### src/rtl/uart_time_sender.sv
// uart_time_sender: turns a BCD time snapshot into the ASCII line "HH:MM:SS\r\n" and
// streams it byte by byte through the UART transmit handshake, aborting on a missing tx_done.
module uart_time_sender #(
   parameter int DATA_WIDTH = 8,
   parameter int TO_CYCLES  = 200000
) (
   input  logic                  clk,
   input  logic                  reset,
   input  logic                  send,
   input  logic [23:0]           time_bcd,
   input  logic                  tx_done,
   output logic [DATA_WIDTH-1:0] tx_data,
   output logic                  tx_start,
   output logic                  busy,
   output logic                  done,
   output logic                  err
);

   localparam int CW = (TO_CYCLES > 1) ? $clog2(TO_CYCLES) : 1;
   localparam logic [CW-1:0] CNT_LAST = CW'(TO_CYCLES - 1);

   typedef enum logic [2:0] {
      S_IDLE,
      S_LOAD,
      S_START,
      S_WAIT,
      S_NEXT,
      S_FINISH
   } state_t;

   state_t                  state_q;
   logic [3:0]              idx_q;
   logic [23:0]             snap_q;
   logic [CW-1:0]           cnt_q;
   logic [DATA_WIDTH-1:0]   tx_data_q;
   logic                    tx_start_q;
   logic                    busy_q;
   logic                    done_q;
   logic                    err_q;
   logic [7:0]              byte_d;

   function automatic logic [7:0] to_ascii(input logic [3:0] digit);
      return (digit <= 4'd9) ? (8'h30 + {4'h0, digit}) : 8'h3F;
   endfunction

   always_comb begin
      byte_d = 8'h0A;
      case (idx_q)
         4'd0:    byte_d = to_ascii(snap_q[23:20]);
         4'd1:    byte_d = to_ascii(snap_q[19:16]);
         4'd2:    byte_d = 8'h3A;
         4'd3:    byte_d = to_ascii(snap_q[15:12]);
         4'd4:    byte_d = to_ascii(snap_q[11:8]);
         4'd5:    byte_d = 8'h3A;
         4'd6:    byte_d = to_ascii(snap_q[7:4]);
         4'd7:    byte_d = to_ascii(snap_q[3:0]);
         4'd8:    byte_d = 8'h0D;
         default: byte_d = 8'h0A;
      endcase
   end

   // tx_start and done are single-cycle pulses: cleared every cycle unless re-armed below.
   always_ff @(posedge clk) begin
      if (reset) begin
         state_q    <= S_IDLE;
         idx_q      <= '0;
         snap_q     <= '0;
         cnt_q      <= '0;
         tx_data_q  <= '0;
         tx_start_q <= 1'b0;
         busy_q     <= 1'b0;
         done_q     <= 1'b0;
         err_q      <= 1'b0;
      end else begin
         tx_start_q <= 1'b0;
         done_q     <= 1'b0;
         case (state_q)
            S_IDLE: begin
               if (send) begin
                  snap_q  <= time_bcd;
                  idx_q   <= '0;
                  err_q   <= 1'b0;
                  busy_q  <= 1'b1;
                  state_q <= S_LOAD;
               end
            end
            S_LOAD: begin
               tx_data_q  <= DATA_WIDTH'(byte_d);
               tx_start_q <= 1'b1;
               state_q    <= S_START;
            end
            S_START: begin
               cnt_q   <= '0;
               state_q <= S_WAIT;
            end
            S_WAIT: begin
               // Counter only advances below its terminal value, so it can never wrap.
               if (tx_done) begin
                  state_q <= S_NEXT;
               end else if (cnt_q == CNT_LAST) begin
                  err_q   <= 1'b1;
                  done_q  <= 1'b1;
                  state_q <= S_FINISH;
               end else begin
                  cnt_q <= cnt_q + 1'b1;
               end
            end
            S_NEXT: begin
               if (idx_q == 4'd9) begin
                  done_q  <= 1'b1;
                  state_q <= S_FINISH;
               end else begin
                  idx_q   <= idx_q + 4'd1;
                  state_q <= S_LOAD;
               end
            end
            S_FINISH: begin
               busy_q  <= 1'b0;
               state_q <= S_IDLE;
            end
            default: state_q <= S_IDLE;
         endcase
      end
   end

   assign tx_data  = tx_data_q;
   assign tx_start = tx_start_q;
   assign busy     = busy_q;
   assign done     = done_q;
   assign err      = err_q;

endmodule
### config.mk
export PLATFORM = sky130hd
export DESIGN_NAME = uart_time_sender
export DESIGN_NICKNAME = d
export VERILOG_FILES = /design/src/rtl/uart_time_sender.sv
export SDC_FILE = /design/constraint.sdc
export NUM_CORES = 1
export LEC_CHECK = 0
export ABC_AREA = 0
export ABC_CLOCK_PERIOD_IN_PS = 5500
export BUFFER_PORTS_ARGS = -buffer_cell sky130_fd_sc_hd__buf_4
export CAP_MARGIN = 5
export CORE_MARGIN = 4
export CORE_UTILIZATION = 30
export CTS_CLUSTER_SIZE = 10
export DETAILED_ROUTE_END_ITERATION = 7
export PLACE_DENSITY = 0.5
export SLEW_MARGIN = 10
export SYNTH_ARGS = -nofsm -noshare
export SYNTH_HDL_FRONTEND = slang
export SYNTH_SLANG_ARGS = --single-unit
export TNS_END_PERCENT = 1
### constraint.sdc
create_clock -name clk -period 5.5 [get_ports clk]
set_input_delay 1.1 -clock clk [delete_from_list [all_inputs] [get_ports clk]]
set_output_delay 1.1 -clock clk [all_outputs]
set_load 0.05 [all_outputs]
# == After elaboration in Yosys (flattened, before gate mapping) ==
# Cells that the tools add are included.
# classes
add_sub_neg,8
n_lt_le_gt_ge,6
eq_ne,21
mux,29
n_reduce_logical,13
# op_table
cell,n
one-hot mux 7 bit (8 select lines),1
adder 6 x 4 -> 7 bit (first input constant),6
2-to-1 mux 7 bit,6
2-to-1 mux 18 bit,2
one-hot mux 18 bit (2 select lines),1
less-or-equal comparator 4 bit (second input constant),6
adder 18 x 1 -> 18 bit (second input constant),1
equality test 18 bit (second input constant),1
equality test 4 x 3 -> 1 bit (second input constant),4
one-hot mux 3 bit (5 select lines),1
2-to-1 mux 3 bit,4
inequality test 2 bit (second input constant),5
equality test 4 x 2 -> 1 bit (second input constant),2
equality test 4 bit (second input constant),2
2-to-1 mux 1 bit,8
2-to-1 mux 4 bit,2
one-hot mux 4 bit (2 select lines),1
nonzero test 2 bit,4
equality test 3 x 2 -> 1 bit (second input constant),2
equality test 3 bit (second input constant),2
one-hot mux 1 bit (2 select lines),3
AND reduction 2 bit,3
AND reduction 3 bit,2
adder 4 x 1 -> 4 bit (second input constant),1
other kinds (7),7
# word_totals
register_bits,61
in_bits,28
output_inout_bits,12
elab_cells,86

# == Depth between registers and ports, before layout ==
# Gate-level depths: netlist (run 1).
# logic_depth
word_depth,4
mapped_depth,8
ltp_nobuf,7

# == Worst setup path before layout (run 1) ==
# Ideal clock, no wire load.
# synth_path
path_kind,input to register
from,input port tx_done
to,register cnt_q[5]
setup_time_ps,101
arrival_time_ps,2182
required_time_ps,5399
setup_slack_ps,3217
cell_stages,4
n_path_buf,2
path_cell_list,clkbuf_1 -> or4_1 -> buf_2 -> o41ai_1
# synth_between
elab_chain_len,2
# synth_rtl
item,line,rtl
"start, declared",11,"input logic tx_done,"
inequality test 2 bit (no line),n/a,
AND reduction 3 bit (no line),n/a,
"end signal, assigned",105,cnt_q <= cnt_q + 1'b1;
"end, declared",34,logic [CW-1:0] cnt_q;
# No other way between the ends.
# A chain may end at the register's enable or synchronous reset.

# == Final worst setup path (run 1) ==
# layout_path
from,register state_q[1]
to,register cnt_q[5]
# layout_between
elab_chain_len,3
# layout_rtl
item,line,rtl
"start, declared",31,state_t state_q;
"start signal, assigned",65,state_q <= S_IDLE;
"start signal, assigned",84,state_q <= S_LOAD;
"start signal, assigned",90,state_q <= S_START;
equality test 3 x 2 -> 1 bit,77,case (state_q)
inequality test 2 bit (no line) / nonzero test 2 bit (equally long branches),n/a,
AND reduction 3 bit (no line),n/a,
# Several ways; a longest one is shown, not always the timed one.

==> results.md, run 1 <==
- The global-route wire length before repair is 13.0 mm.
- The power per unit of standard cell area is between 200 and 300 nW/um^2.
- The number of clock sinks is 58.
- The type of destination of the critical path is a flip-flop.
- The antenna cell count is 0.
- The number of flops mapped to enable cells by yosys is 0.
- Registers take around 1200 sq um.
- The cell depth of the worst hold path is 2.
- The count of unique library cells instantiated by Yosys is 58.
- The critical path is of the flip-flop to flip-flop type.
- At the later pin of the worst-skew pair, clock insertion delay measures 0.34 ns.
- The post-route core utilization is approximately 37%.
- The clock tree from TritonCTS is built.
- Setup repair after global routing left no endpoint under its margin.
- Detailed placement finished with a half-perimeter wire length of 5.50 mm.
- The final-stage net count is between 400 and 500.
- Data on the critical path is required at its endpoint by around 5.7 ns.
- In this run the cell area of the synthesized design comes to a little under 3000 sq um.
- In the final routed layout, each cell accounts on average for approximately 14 um.
- The critical path arrival is about 2.7 ns.
- The setup violation total in the final timing report is 0.
- The first detailed-routing pass ran for 4 iterations.
- In this run the critical register-to-register path is captured at cnt_q[5].
- The detailed-route via count is 2,814.
- The async set-reset flop share out of synthesis is 0%.
- The gate count of the mapped netlist is 393.
- Wires add up to between 7 and 8 mm.
- In this run the critical register-to-register path is launched from state_q[1].
- The highest fanout seen on the critical path is 11.
- The detailed router finished its first iteration with 128 violations.
- The initial antenna violation count is 0.
- The count of pins over their slew limit is 0.
- The worst-case IR drop observed on VDD is 0.120 mV.
- Of the available clock period, the critical path in the final layout requires 44.3%.
- The via count of the first global-routing pass was between 2,000 and 3,000.
- The core outline area is 9730 sq um.
- The hold path startpoint is snap_q[8].
- The number of H-tree levels is 3.
- The worst hold path terminates at snap_q[8].
- The worst path needs 2.43 ns of the cycle, external delays included.
- Hold repair after CTS inserted 0 buffers.
- The effective utilization at floorplan is 30.6%.
- For this design the top-level I/O count stands at 40.
- The setup slack on the worst flop-to-flop path is 3.07 ns.
- The relative max-transition margin is 27.7%.
- The die height is 108 um.
- The mean area per synthesized cell is between 7 and 8 sq um.
- The remaining design rule violation count is 0.
- The overall routing resource usage is between 10% and 20%.
- The remaining number of nets flagged by the antenna check after routing is 0.
- The buffer depth of the longest clock path is 2.
- The number of rows created at floorplan is 36.
- The flow ran to the end, and the final reports show no timing, DRC or antenna violations.
- The worst path setup slack after routing is approximately 3.1 ns.
- The most used flip-flop cell after synthesis is sky130_fd_sc_hd__dfxtp_1.
- The overall die width is 108 um.
- Compared with the post-synthesis result, the final layout area differs by 19.3%.
- The layout has 1,052 filler cells.
- In this run the static leakage power is 1.21 nW.
- Entering global routing, the biggest net connects 60 pins.
- The final count of hold timing violations is 0.
- The critical path launch point type is a flip-flop.
- The area of the multi-input gates is ~1700 sq um.
- The detailed-route vias per instance is 5.06.
- Timing analysis after detailed placement gives a worst setup slack of 2.84 ns.
- The number of setup buffers added after CTS is 0.
- The number of buffers inserted by port buffering is 37.
- In the final layout, the share of cells above drive strength 1 is 14.4%.
- For this run the aggregate overflow at the end of global routing stands at 0.
- The post-route standard cell area excluding fillers is between 3000 and 4000 sq um.
- The transition time at the pin with the least slew margin is about 1.1 ns.
- The count of warnings emitted by yosys is 0.
- The cell chosen for the clock root is sky130_fd_sc_hd__clkbuf_8.
- The die outline area is 11,600 sq um.
- In this run the worst setup path begins at state_q[1].
- The worst reg2reg path depth is 4.
- The number of clock buffers inserted by TritonCTS is 9.
- Max-cap violations in this run came to 0.
- The area after detailed placement is ~3300 sq um.
- Synthesis inferred 58 register bits.
- The clock transition at the register clock pins on the worst setup and hold paths after CTS is 0.08 ns.
- The final-layout setup total negative slack is 0 ns.
- Clock skew on the completed layout was measured at 0.0138 ns.
- Timing would allow up to 411 MHz.
- The kind of path behind the tightest hold check is flip-flop to flip-flop.
- The final weighted congestion in routability-driven placement is 0.850.
- The number of resized instances in the post-cts repair step is 0.
- The share of the Yosys chip area taken by registers is roughly 39%.
[per-layer routing]
layer / GRT usage (%) / up-vias / wire length [um]
met5: 0 / - / 0
met4: 5.95 / 0 / 62
met3: 3.06 / 4 / 311
met2: 23.2 / 48 / 3860
met1: 17.8 / 1312 / 3690
li1: - / 1450 / -
[flip-flops by register name (all words and copies together) (netlist names), 3 cells and up]
name,flops
cnt_q,18
idx_q,4
snap_q,24
state_q,3
tx_data,5
[critical path, stage by stage (launching register included)]
cell                      delay [ns]
sky130_fd_sc_hd__dfxtp_1        0.54
sky130_fd_sc_hd__nor2b_1        0.35
sky130_fd_sc_hd__nand2_1        0.32
sky130_fd_sc_hd__or4_1          0.77
sky130_fd_sc_hd__o41ai_1        0.36
[logic make-up (layout without fill, tap and decap cells)]
family,Yosys count,count (layout),synth area share (%)
DFF,58,58,39.0
xor gates and xnor gates,3,3,0.883
AOI/OAI and AO/OA,121,121,25.3
other,1,2,0.126
and+or+nand+nor,164,164,26.5
buffers and inverters,40,69,5.76
adders and majority gates,5,5,2.10
muxes,1,1,0.336
[synthesized netlist by cell type (2+ instances only)]
library cell                instances  share of area [%]
sky130_fd_sc_hd__nor2_1            28                3.5
sky130_fd_sc_hd__buf_2              2               0.34
sky130_fd_sc_hd__nor2b_1            7                1.5
sky130_fd_sc_hd__a32oi_1            2               0.59
sky130_fd_sc_hd__o21ai_0           12                2.0
sky130_fd_sc_hd__xnor2_1            2               0.59
sky130_fd_sc_hd__o21a_1             4                1.0
sky130_fd_sc_hd__a31oi_1            6                1.3
sky130_fd_sc_hd__a2bb2oi_1          2               0.59
sky130_fd_sc_hd__nor3_1            14                2.4
sky130_fd_sc_hd__dfxtp_1           58                 39
sky130_fd_sc_hd__o31ai_1            7                1.8
sky130_fd_sc_hd__nand3b_1           5                1.3
sky130_fd_sc_hd__or2_2              2               0.42
sky130_fd_sc_hd__nand2b_1           4               0.84
sky130_fd_sc_hd__nand2_1           71                9.0
sky130_fd_sc_hd__inv_1             15                1.9
sky130_fd_sc_hd__nand4b_1           2               0.59
sky130_fd_sc_hd__nand3_1           12                2.0
sky130_fd_sc_hd__clkbuf_1          18                2.3
sky130_fd_sc_hd__a211oi_1           4                1.0
sky130_fd_sc_hd__or4_1              2               0.50
sky130_fd_sc_hd__a21oi_1           53                8.9
sky130_fd_sc_hd__nand4_1            6                1.3
sky130_fd_sc_hd__or3_1              2               0.42
sky130_fd_sc_hd__o22ai_1            5                1.1
sky130_fd_sc_hd__a311oi_1           2               0.59
sky130_fd_sc_hd__a211o_1            3               0.88
sky130_fd_sc_hd__a2111oi_0          2               0.59
sky130_fd_sc_hd__buf_4              3               0.76
sky130_fd_sc_hd__o21ai_1            7                1.2
sky130_fd_sc_hd__ha_1               5                2.1
[placed cells by master (no fill, tap or decap), drive strengths merged, types with 3 or more instances in the layout]
master | netlist | routed
nand2 | 71 | 71
nor2b | 7 | 7
a2111oi | 3 | 3
a31oi | 6 | 6
o21a | 4 | 4
nor2 | 28 | 28
nor3 | 14 | 14
o31ai | 7 | 7
ha | 5 | 5
nand3b | 5 | 5
buf | 7 | 38
clkbuf | 18 | 10
inv | 15 | 16
nand2b | 4 | 4
o22ai | 5 | 5
a21oi | 53 | 53
nand3 | 12 | 12
a211oi | 4 | 4
or4 | 3 | 3
o21ai | 20 | 20
a211o | 3 | 3
nand4 | 6 | 6
dfxtp | 58 | 58
[metrics by stage]
stage | cells | power, mW | hold WS [ns]
after floorplan | 394 | 0.568 | 0.432
after global placement | 540 | 0.618 | 0.448
after detailed placement | 540 | 0.619 | 0.452
after CTS | 556 | 1.07 | 0.463
after global routing | 556 | 1.10 | 0.489
final | 556 | 1.06 | 0.460
[worst max-delay path by stage]
stage                     endpoint  cells after the start
final                     cnt_q[5]                      4
after global routing      cnt_q[5]                      4
after CTS                 cnt_q[5]                      4
after detailed placement  cnt_q[5]                      3
after global placement    cnt_q[5]                      3
after floorplan           cnt_q[5]                      4
[final cells by class]
cell class,count,share of cell area (%)
clock buffers,10,3.87
clock inverters,6,2.50
inverters,15,1.59
multi-input cells,296,46.6
flip-flops and latches,58,32.7
well taps,133,4.68
repair buffers,38,8.03
[power by group]
part           switching [mW]  internal [mW]
sequential             0.0223          0.440
clock                   0.181          0.268
combinational          0.0924         0.0528
No activity file was read; power rests on OpenSTA's default activity.
==> inputs of run 2 (changes only) <==
--- a/config.mk
+++ b/config.mk
@@ -5,8 +5,8 @@
 export SDC_FILE = /design/constraint.sdc
 export NUM_CORES = 1
 export LEC_CHECK = 0
-export ABC_AREA = 0
-export ABC_CLOCK_PERIOD_IN_PS = 5500
+export ABC_AREA = 1
+export ABC_CLOCK_PERIOD_IN_PS = 2300
 export BUFFER_PORTS_ARGS = -buffer_cell sky130_fd_sc_hd__buf_4
 export CAP_MARGIN = 5
 export CORE_MARGIN = 4
==> constraint.sdc (replaced) <==
create_clock -name clk -period 2.3 [get_ports clk]
set_input_delay 0.46 -clock clk [delete_from_list [all_inputs] [get_ports clk]]
set_output_delay 0.46 -clock clk [all_outputs]
set_load 0.05 [all_outputs]
==> results.md, run 2 <==
- The flow ran to the end, and the final reports show no timing, DRC or antenna violations.
- The number of clock sinks is just under 60.
- The clock network accounts for 38.4% of the total power.
- The number of clock buffers inserted by TritonCTS is 9.
- Walking the worst path, the cells encountered are nand3_2 > inv_2 > nand2_2 > nand2_4 > nand2_1 > nand2_1 > nand2_1 > inv_1.
- The number of placed I/O pins is 40.
- Of the total power, combinational logic draws roughly a fifth.
- The number of rows created at floorplan is 38.
- The biggest cell delay along the critical path is 0.48 ns.
- The cell at the slowest stage of the critical path is sky130_fd_sc_hd__dfxtp_1.
- The leading cell type by number of instances after synthesis is sky130_fd_sc_hd__nand2_1.
- The count of pins over their slew limit was 0.
- Excluding fillers, the count of instances in the completed layout stands at 685.
- The detailed-route via count is 3,265.
- The part of the cycle the worst path needs is 82.8%.
- The worst-case IR drop observed on VDD is 0.378 mV.
- 0 antenna diodes ended up in the layout.
- The mean area per synthesized cell is 6.58 sq um.
- In this run the remaining antenna-violating nets after routing total 0.
- Max-cap violations in this run came to 0.
- The async set-reset flop share out of synthesis is 0%.
- The cell that appears most often on the critical path is sky130_fd_sc_hd__nand2_1.
- The overflow left after global routing is 0.
- Setup repair after global routing left no endpoint under its margin.
- In the layout the commonest cells are 102 x sky130_fd_sc_hd__nand2_1, 65 x sky130_fd_sc_hd__inv_1, 58 x sky130_fd_sc_hd__dfxtp_1.
- The die outline area is 12,900 sq um.
- Counting flops per register, the top entry is snap_q.
- In this run the deepest clock path goes through 2 buffers.
- The post-layout minimum cycle time is 1.90 ns.
- In the synthesized netlist, the cells that appear most often are 102 x sky130_fd_sc_hd__nand2_1, 65 x sky130_fd_sc_hd__inv_1, 58 x sky130_fd_sc_hd__dfxtp_1.
- The number of H-tree levels is 3.
- The count of unique library cells instantiated by Yosys is 39.
- Of the synthesized area, sequential elements account for 34.8%.
- The number of violations reported at the end of detailed-routing iteration 0 is roughly 250.
- In this run, synthesis inferred 0 flip-flops with an integrated enable.
- The clock insertion delay at the later pin of the skew report is 0.36 ns.
- The final weighted congestion in routability-driven placement is 0.903.
- STA classifies the critical path startpoint as a flip-flop.
- After synthesis, the cell types taking the most area are sky130_fd_sc_hd__dfxtp_1 35%, sky130_fd_sc_hd__nand2_1 11%, sky130_fd_sc_hd__a21oi_1 7.4%.
- The setup fix buffers added after clock tree synthesis is 0.
- The core outline area is 10,800 sq um.
- The number of buffers inserted by port buffering is 37.
- Summed over its instances, the top area cell type makes up 34.8% of the synthesized netlist area.
- Based on the critical path, the design can be clocked at up to 525 MHz.
- The critical path arrival is 2.21 ns.
- The cell chosen for the clock root is sky130_fd_sc_hd__clkbuf_8.
- The length of the first detailed-routing pass in iterations is 5.
- Summed over all layers, the routed wires come to 9.07 mm.
- From synthesis to final layout, the design area changed by 17.5%.
- The final-stage net count is 573.
- The top cell type by total area after synthesis is sky130_fd_sc_hd__dfxtp_1.
- Prior to clock tree synthesis, the placed netlist has a worst setup slack of 0.435 ns.
- Data on the critical path is required at its endpoint by 2.60 ns.
- The final count of hold timing violations is 0.
- The number of flip-flops under the largest register name is 24.
- The highest fanout seen on the critical path is 23.
- Measured along the x axis, the die boundary spans 113 um.
- The final-layout setup total negative slack is 0 ns.
- The worst register-to-register path has a setup slack of 0.40 ns.
- For this run, design rule violations remaining after detail routing come to 0.
- The initial antenna violation count is 0.
- Counting tap cells, the placed design contains a total of 669 instances.
- The critical path class is flip-flop to flip-flop.
- Dividing total power by cell area gives a power density of 710 nW/um^2.
- The worst setup path is captured at a flip-flop.
- Measured along the y axis, the die boundary spans 113 um.
- Global routing used between 10% and 20% of the available tracks.
- The path class of the tightest hold or removal check is input pin to flip-flop.
- The average wire per standard cell is 13.2 um.
- The transition time at the pin with the least slew margin is between 0.5 and 0.6 ns.
- The worst clock skew is 0.00838 ns.
- Once detailed placement completed, the half-perimeter wirelength came to about 6.8 mm.
- For this design the static power due to leakage is 1.61 nW.
- The maximum number of pins on one net before global-route repair is 27.
- In the routed layout, each cell is associated on average with a via count of 4.77.
- Gates resized during post-CTS repair numbered 0.
- The number of buffers inserted by hold repair at cts is 0.
- The Yosys step of the flow raised 0 warnings.
- The effective utilization at floorplan is 30.8%.
- The internal power is around 1.9 mW.
- The via count of the first global-routing pass came to 3,135.
- The first global-routing pass estimated 15.2 mm of wire.
- The worst path meets setup with 0.395 ns of slack.
- The number of synthesized register bits is 58.
- The relative max-transition margin is about 66%.
- Per report_power, the sequential group accounts for 41.0% of the total.
- Synthesis handed over a netlist of just over 500 instances.
- The total net switching power is 0.879 mW.
- The most used flip-flop cell after synthesis is sky130_fd_sc_hd__dfxtp_1.
- The switching part of the total is a little under a third.
- The total standard cell area after synthesis is around 3300 sq um.
- TritonCTS built the clock tree.
- The fraction of final layout cells sized beyond drive strength 1 is ~17%.
- After clock tree synthesis, the clock-pin slew on the worst setup and hold paths is 0.07 ns.
- The library cell used most frequently in the layout, excluding fill and tap cells, is sky130_fd_sc_hd__nand2_1.
- The setup violation total in the final timing report is 0.
-- run 2: changes by cell type after synthesis, moves of 7 or more --
cell and change:
sky130_fd_sc_hd__inv_2 +7, sky130_fd_sc_hd__a21oi_2 +7, sky130_fd_sc_hd__nor2b_1 -7, sky130_fd_sc_hd__nand2_1 +31
sky130_fd_sc_hd__nand3_1 +29, sky130_fd_sc_hd__o21ai_0 +26, sky130_fd_sc_hd__inv_1 +50, sky130_fd_sc_hd__clkbuf_1 -10
sky130_fd_sc_hd__nor2_1 +28
-- run 2: routing by layer --
metal | GRT usage [%] | vias up | wire length (um)
li1 | - | 1701 | -
met5 | 0 | - | 0
met1 | 20.6 | 1458 | 4480
met4 | 6.81 | 0 | 191
met2 | 22.0 | 88 | 3900
met3 | 2.76 | 18 | 503
-- run 2: cells by family after synthesis --
family,share of synthesized area [%]
simple gates,33.5
compound gates,17.0
buf+inv,12.2
flops,34.8
fa+ha+maj,1.88
xor+xnor,0.525
other cells,0.112
-- run 2: path summary, 6_finish.rpt --
check,startpoint,to,cells after the start
setup reg to reg,state_q[1],cnt_q[13],8
hold reg to reg,snap_q[4],snap_q[4],2
setup / recovery,state_q[1],cnt_q[13],8
hold / removal,time_bcd[13],snap_q[13],3
-- run 2: through the flow --
step | power, mW | util (%) | area [sq um] | hold WS (ns)
after CTS | 2.82 | 36.1 | 3920 | 0.371
after floorplan | 1.59 | - | 3340 | 0.430
after detailed placement | 1.74 | 34.1 | 3700 | 0.461
final | 2.78 | 36.1 | 3920 | 0.378
after global placement | 1.73 | 34.1 | 3700 | 0.455
after global routing | 2.93 | 36.1 | 3920 | 0.387
-- run 2: power by group through the flow --
stage	combinational [mW]	sequential, mW	clock (mW)
4_1_cts	0.578	1.14	1.10
3_3_place_gp	0.571	1.16	0
3_5_place_dp	0.576	1.16	0
2_1_floorplan	0.383	1.21	0
6_report	0.572	1.14	1.07
5_1_grt	0.640	1.15	1.14
-- run 2: final cells by class --
cell class | instances | area, sq um
Inverter | 74 | 278
Clock inverter | 6 | 80.1
Timing Repair Buffer | 42 | 315
Sequential cell | 58 | 1160
Fill cell | 1193 | 6920
Clock buffer | 10 | 138
Tap cell | 140 | 175
Multi-Input combinational cell | 355 | 1770
-- run 2: critical path: cells and delay by family, from the launching register on --
| kind | cells | cell delay (ns) |
|---|---|---|
| buf+inv | 2 | 0.30 |
| flops | 1 | 0.48 |
| simple gates | 6 | 1.08 |
